File: src/rtl/stage2_maxpool_if.sv
// Streaming pixel bus between the stage-2 conv core and the 2x2 max-pool stage.
// The master drives pixels in; the slave returns pooled pixels and the frame marker.
interface stage2_maxpool_if #(
  parameter int unsigned CH  = 3,
  parameter int unsigned IBW = 32
);
  logic                i_in_valid;
  logic [CH*IBW-1:0]   i_in_fmap;
  logic                o_ot_valid;
  logic [CH*IBW-1:0]   o_ot_fmap;
  logic                o_frame_done;

  modport master (
    output i_in_valid,
    output i_in_fmap,
    input  o_ot_valid,
    input  o_ot_fmap,
    input  o_frame_done
  );

  modport slave (
    input  i_in_valid,
    input  i_in_fmap,
    output o_ot_valid,
    output o_ot_fmap,
    output o_frame_done
  );
endinterface

File: src/rtl/stage2_maxpool.sv
// Streaming 2x2 stride-2 max-pool over a raster-ordered IN_X x IN_Y map, all channels in parallel.
// Keeps one hold register and one half-row buffer of pair maxima per channel.
module stage2_maxpool #(
  parameter int unsigned CH   = 3,
  parameter int unsigned IBW  = 32,
  parameter int unsigned IN_X = 8,
  parameter int unsigned IN_Y = 8
) (
  input logic               clk,
  input logic               reset,
  stage2_maxpool_if.slave   bus
);
  localparam int unsigned CW = (IN_X > 2) ? $clog2(IN_X) : 1;
  localparam int unsigned RW = (IN_Y > 2) ? $clog2(IN_Y) : 1;
  localparam int unsigned HX = IN_X / 2;
  localparam int unsigned HW = (HX > 1) ? $clog2(HX) : 1;

  logic [CW-1:0]     r_col;
  logic [RW-1:0]     r_row;
  logic [IBW-1:0]    r_h  [CH];
  logic [IBW-1:0]    r_rb [CH][HX];
  logic              r_ot_valid;
  logic              r_frame_done;
  logic [CH*IBW-1:0] r_ot_fmap;

  logic              w_col_last;
  logic              w_row_last;
  logic              w_emit;
  logic [HW-1:0]     w_half;
  logic [IBW-1:0]    w_in   [CH];
  logic [IBW-1:0]    w_pair [CH];
  logic [CH*IBW-1:0] w_pool;

  assign w_col_last = (r_col == CW'(IN_X - 1));
  assign w_row_last = (r_row == RW'(IN_Y - 1));
  assign w_half     = r_col[HW:1];
  assign w_emit     = bus.i_in_valid & r_col[0] & r_row[0];

  // Unsigned per-channel maxima: horizontal pair, then against the buffered pair above.
  always_comb begin
    w_pool = '0;
    for (int unsigned c = 0; c < CH; c++) begin
      w_in[c]   = bus.i_in_fmap[c*IBW +: IBW];
      w_pair[c] = (w_in[c] > r_h[c]) ? w_in[c] : r_h[c];
      w_pool[c*IBW +: IBW] = (r_rb[c][w_half] > w_pair[c]) ? r_rb[c][w_half] : w_pair[c];
    end
  end

  always_ff @(posedge clk or posedge reset) begin
    if (reset) begin
      r_col <= '0;
      r_row <= '0;
    end else if (bus.i_in_valid) begin
      if (w_col_last) begin
        r_col <= '0;
        r_row <= w_row_last ? '0 : r_row + 1'b1;
      end else begin
        r_col <= r_col + 1'b1;
      end
    end
  end

  always_ff @(posedge clk or posedge reset) begin
    if (reset) begin
      for (int unsigned c = 0; c < CH; c++) begin
        r_h[c] <= '0;
        for (int unsigned i = 0; i < HX; i++) begin
          r_rb[c][i] <= '0;
        end
      end
    end else if (bus.i_in_valid) begin
      for (int unsigned c = 0; c < CH; c++) begin
        if (!r_col[0]) begin
          r_h[c] <= w_in[c];
        end else if (!r_row[0]) begin
          r_rb[c][w_half] <= w_pair[c];
        end
      end
    end
  end

  always_ff @(posedge clk or posedge reset) begin
    if (reset) begin
      r_ot_valid   <= 1'b0;
      r_frame_done <= 1'b0;
      r_ot_fmap    <= '0;
    end else begin
      r_ot_valid   <= w_emit;
      r_frame_done <= w_emit & w_row_last & w_col_last;
      if (w_emit) begin
        r_ot_fmap <= w_pool;
      end
    end
  end

  assign bus.o_ot_valid   = r_ot_valid;
  assign bus.o_ot_fmap    = r_ot_fmap;
  assign bus.o_frame_done = r_frame_done;
endmodule

File: src/flat_wrapper.sv
// flat-port wrapper written by rule: the top's interface ports become plain ports
module stage2_maxpool_flat 
#(
  parameter int unsigned CH   = 3,
  parameter int unsigned IBW  = 32,
  parameter int unsigned IN_X = 8,
  parameter int unsigned IN_Y = 8
)
  (clk, reset, bus_i_in_valid, bus_i_in_fmap, bus_o_ot_valid, bus_o_ot_fmap, bus_o_frame_done);
  stage2_maxpool_if #(.CH(CH), .IBW(IBW)) bus_i ();
  input logic clk;
  input logic reset;
  input wire logic [$bits(bus_i.i_in_valid)-1:0] bus_i_in_valid;
  input wire logic [$bits(bus_i.i_in_fmap)-1:0] bus_i_in_fmap;
  output wire logic [$bits(bus_i.o_ot_valid)-1:0] bus_o_ot_valid;
  output wire logic [$bits(bus_i.o_ot_fmap)-1:0] bus_o_ot_fmap;
  output wire logic [$bits(bus_i.o_frame_done)-1:0] bus_o_frame_done;
  assign bus_i.i_in_valid = bus_i_in_valid;
  assign bus_i.i_in_fmap = bus_i_in_fmap;
  assign bus_o_ot_valid = bus_i.o_ot_valid;
  assign bus_o_ot_fmap = bus_i.o_ot_fmap;
  assign bus_o_frame_done = bus_i.o_frame_done;
  stage2_maxpool #(.CH(CH), .IBW(IBW), .IN_X(IN_X), .IN_Y(IN_Y)) u_core (.clk(clk), .reset(reset), .bus(bus_i));
endmodule
File: config.mk
export PLATFORM = sky130hd
export DESIGN_NAME = stage2_maxpool_flat
export DESIGN_NICKNAME = d
export VERILOG_FILES = /design/src/rtl/stage2_maxpool_if.sv /design/src/rtl/stage2_maxpool.sv /design/src/flat_wrapper.sv
export SDC_FILE = /design/constraint.sdc
export NUM_CORES = 2
export LEC_CHECK = 0
export BUFFER_PORTS_ARGS = -buffer_cell sky130_fd_sc_hd__buf_4
export CELL_PAD_IN_SITES_DETAIL_PLACEMENT = 1
export CELL_PAD_IN_SITES_GLOBAL_PLACEMENT = 1
export CORE_UTILIZATION = 52
export CTS_CLUSTER_SIZE = 30
export DETAILED_ROUTE_END_ITERATION = 10
export PLACE_DENSITY = 0.93
export SLEW_MARGIN = 20
export SYNTH_ARGS = -nofsm -noshare
export SYNTH_HDL_FRONTEND = slang
export SYNTH_SLANG_ARGS = --single-unit
File: constraint.sdc
create_clock -name clk -period 35.3 [get_ports clk]
set_input_delay 5.295 -clock clk [delete_from_list [all_inputs] [get_ports clk]]
set_output_delay 5.295 -clock clk [all_outputs]
set_load 0.1 [all_outputs]
==> run_results.csv <==
group,metric,value,unit
clock_network,cts.hold.buffers_added,0,
worst_hold_path,min_from,"u_core.r_rb[14]",
yosys,ys_warn_count,0,
setup_path,reg2regPathDepth,15,
yosys,cell_with_the_most_instances_after_synthesis,"sky130_fd_sc_hd__dfrtp_1",
yosys,yosys.area.top_type,"sky130_fd_sc_hd__dfrtp_1",
floorplanning,fp.coreArea,55100,um^2
timing,tightestPinTransition,1.18,ns
yosys,synth_compound_area_frac,0.143,
clock_network,clkTransAtPathRegs,0.06,ns
clock_network,clock_network_latency_to_the_later_pin_of_the_worst_skew_pair,0.64,ns
yosys,postSynthNetCount,3124,
setup_path,worstSetupPathType,"in -> reg",
setup_path,max_stage_delay,1.04,ns
cells_and_area,syn_to_final_growth,14.1,%
yosys,postSynthAreaPerCell,10.3,um^2
worst_hold_path,min-delay-path-class,"reg -> reg",
clock_network,root_buffer,"sky130_fd_sc_hd__clkbuf_16",
yosys,yosys.area_share.xor_xnor,0,
floorplanning,initial_utilization,0.527,
clock_network,sink_count_of_the_clock_tree,584,
cells_and_area,final_area,33100,um^2
flow_run,drv_cap,0,
setup_path,endpoint_required_time_on_the_critical_path,35.78,ns
pwr,ir_drop,0.0663,mV
setup_path,worstReg2RegEnd,"u_core.bus.o_ot_fmap[72]",
timing,post-route-period-util,0.311,
route,dr_vias,24500,
pwr,power_per_cell_area,117,nW/um^2
worst_hold_path,hold_path_stages,2,
route,drc,0,
route,detailedRoute.firstPassIterationCount,6,
setup_path,path_max_fanout,35,
clock_network,cts_max_level,2,
yosys,yosys_register_bits,584,
yosys,synth_simple_gate_area_frac,0.122,
route,detail_route.wl_per_cell,25.8,um
pwr,static-leakage-power,15.0,nW
placement,routabilityCongestion,0.851,
floorplanning,die_area,56700,um^2
yosys,yosys.area.top_type_share,0.504,
yosys,synth_area_leaders,"sky130_fd_sc_hd__dfrtp_1, sky130_fd_sc_hd__ha_1, sky130_fd_sc_hd__mux4_2",
yosys,synthCells,2829,
clock_network,post_cts_resized,0,
global_routing,grt_antenna_before_repair,4,
floorplanning,io_pins,197,
setup_path,startpoint_of_the_most_critical_register_to_register_path,"u_core.r_h[10]",
timing,max_slew_margin,0.216,
cells_and_area,num-fill-cells,5934,
floorplanning,std_cell_rows,86,
floorplanning,die_h,238,um
clock_network,post_cts_setup_buffers,0,
route,routed_via_density,6.54,
timing,period_minus_slack,10.98,ns
global_routing,grt_util_all_layers,0.344,
global_routing,first_pass_grt_wire_length,153,mm
cells_and_area,drive_above_1_share,0.147,
timing,report.final.hold_viol_count,0,
yosys,mux_share_of_post_synthesis_cell_area,0.109,
cells_and_area,num-nets-final,3228,
placement,io_buffer_count,196,
setup_path,setup.reg_to_reg.worst_slack,28.63,ns
yosys,post_synth_edffs,0,
timing,final-setup-viol-count,0,
setup_path,cp_cell_sequence,"buf_4 > ha_1 > nand4_1 > nor4_1 > nor2b_1 > o31ai_1 > and2_2 > mux2i_1 > ha_1 > nand4_1 > a2111oi_0 > o31ai_1 > a22oi_2 > nand2b_2 > o211ai_1",
worst_hold_path,holdPathEnd,"u_core.r_rb[14]",
setup_path,worst-endpoint-arrival,11.46,ns
yosys,synth-seq-area-share,0.504,
setup_path,slowest_stage_cell_on_the_critical_path,"sky130_fd_sc_hd__and2_2",
cells_and_area,postLayoutCoreUtil,0.601,
timing,drv_slew,0,
timing,finalSetupTns,0,ns
clock_network,cts_tree,"yes",
timing,achievable-frequency,91.1,MHz
yosys,synth_cell_type_count,46,
yosys,synthAdderAreaFrac,0.0845,
global_routing,grt_pass1_vias,27500,
yosys,dominantRegCellSynth,"sky130_fd_sc_hd__dfrtp_1",
clock_network,tritoncts.num_buffers,61,
timing,fin_skew,0.0256,ns
status,run_status,"completed",
setup_path,cp-end-kind,"flip-flop",
global_routing,grt_overflow_total,0,
timing,rsz_0062_raised_after_global_routing,"false",
global_routing,grt_start_max_net_pins,192,
yosys,yosys-top-cells-count,"sky130_fd_sc_hd__dfrtp_1, sky130_fd_sc_hd__nand2_1, sky130_fd_sc_hd__a21oi_1",
route,detail_route.iter0.violations,2225,
floorplanning,die_width,238,um
route,drtAntennaViolNets,0,
setup_path,cp-start-kind,"input pin",
placement,post_dp_cell_area,31000,um^2
yosys,synth_top_family_by_area,"compound AO/OA/AOI/OAI gates",
yosys,synth-async-reset-ratio,1.00,
clock_network,cts_max_path_buffers,3,
route,drt_wl_total,96.3,mm
yosys,syn_area,29000,um^2
placement,place_hpwl,58.6,mm
-- state kept, by name, summed over array words and instances (netlist names) --
signal / flops
u_core.r_rb: 384
u_core.bus.o_ot_fmap: 96
u_core.r_h: 96
u_core.r_col: 3
u_core.r_row: 3
u_core.bus.o_frame_done: 1
u_core.bus.o_ot_valid: 1
-- worst max path at each step --
stage,startpoint,end,slack (ns),cells after the start
finish,bus_i_in_fmap[75],u_core.bus.o_ot_fmap[72],24.32,15
global route,bus_i_in_fmap[75],u_core.bus.o_ot_fmap[84],24.18,16
CTS,bus_i_in_fmap[75],u_core.bus.o_ot_fmap[72],24.54,15
detailed placement,bus_i_in_fmap[75],u_core.bus.o_ot_fmap[86],23.95,15
global placement,bus_i_in_fmap[78],u_core.bus.o_ot_fmap[68],24.10,15
floorplan,reset,u_core.bus.o_frame_done,13.66,1
-- metrics by stage --
stage          hold WS, ns  std cells  worst slack [ns]  total power, mW
2_1_floorplan        0.445       2829             13.66             2.51
3_3_place_gp         0.456       3616             24.10             2.92
3_5_place_dp         0.470       3617             23.95             3.10
4_1_cts              0.483       3731             24.54             3.84
5_1_grt              0.505       3736             24.18             4.05
6_report             0.480       3736             24.32             3.87
-- cell families (layout without fill, tap and decap cells) --
family	Yosys count	in the layout
flops	584	584
other cells	0	4
mux	194	194
fa+ha+maj	196	196
simple gates	831	831
compound gates	736	736
buf+inv	288	443
-- placed cells by master (no fill, tap or decap), types with 5 or more instances in the layout --
cell,count
sky130_fd_sc_hd__a2111oi_0,5
sky130_fd_sc_hd__nand3_1,80
sky130_fd_sc_hd__a221oi_1,7
sky130_fd_sc_hd__nor2b_1,11
sky130_fd_sc_hd__a21o_1,8
sky130_fd_sc_hd__nor3_1,7
sky130_fd_sc_hd__ha_1,196
sky130_fd_sc_hd__clkbuf_1,18
sky130_fd_sc_hd__a21oi_1,271
sky130_fd_sc_hd__mux4_2,96
sky130_fd_sc_hd__nor4_1,7
sky130_fd_sc_hd__a211oi_1,5
sky130_fd_sc_hd__clkbuf_8,14
sky130_fd_sc_hd__mux2_2,7
sky130_fd_sc_hd__o21ai_0,247
sky130_fd_sc_hd__o211ai_1,100
sky130_fd_sc_hd__and4_1,7
sky130_fd_sc_hd__mux2i_1,91
sky130_fd_sc_hd__a221o_1,7
sky130_fd_sc_hd__nand2_1,426
sky130_fd_sc_hd__nor2_1,202
sky130_fd_sc_hd__clkbuf_16,62
sky130_fd_sc_hd__buf_4,212
sky130_fd_sc_hd__nand2b_1,6
sky130_fd_sc_hd__dfrtp_1,582
sky130_fd_sc_hd__clkinv_2,12
sky130_fd_sc_hd__o21ai_1,60
sky130_fd_sc_hd__o31ai_1,6
sky130_fd_sc_hd__inv_1,106
sky130_fd_sc_hd__nand4_1,71
-- layer usage --
| layer | routed length, um | global-route usage | vias up |
|---|---|---|---|
| li1 | - | - | 10300 |
| met1 | 36700 | 0.417 | 12700 |
| met2 | 49000 | 0.592 | 1091 |
| met3 | 5620 | 0.0512 | 372 |
| met4 | 5000 | 0.188 | 0 |
| met5 | 0 | 0 | - |
-- area by class of cell --
class,instances,area [um^2],share of cell area
diodes,4,10.0,0.000302
clock buffers,94,1810,0.0547
clock inverters,20,223,0.00673
inverters,108,414,0.0125
multi-input cells,1957,13400,0.403
flip-flops and latches,584,14600,0.442
well taps,748,936,0.0283
repair buffers,221,1740,0.0525
-- power by group --
| part | switching, mW | internal [mW] |
|---|---|---|
| sequential | 0.236 | 0.981 |
| clock | 0.287 | 0.382 |
| combinational | 1.33 | 0.657 |
| total | 1.85 | 2.02 |
-- critical path, delay by kind of cell --
kind                     cells  cell delay [ns]
AND/OR/NAND/NOR              6             3.14
AO/OA/AOI/OAI                5             1.59
buffers and inverters        1             0.13
adder cells (fa/ha/maj)      2             0.58
multiplexers                 1             0.67
Power figures use the tool's default switching activity.
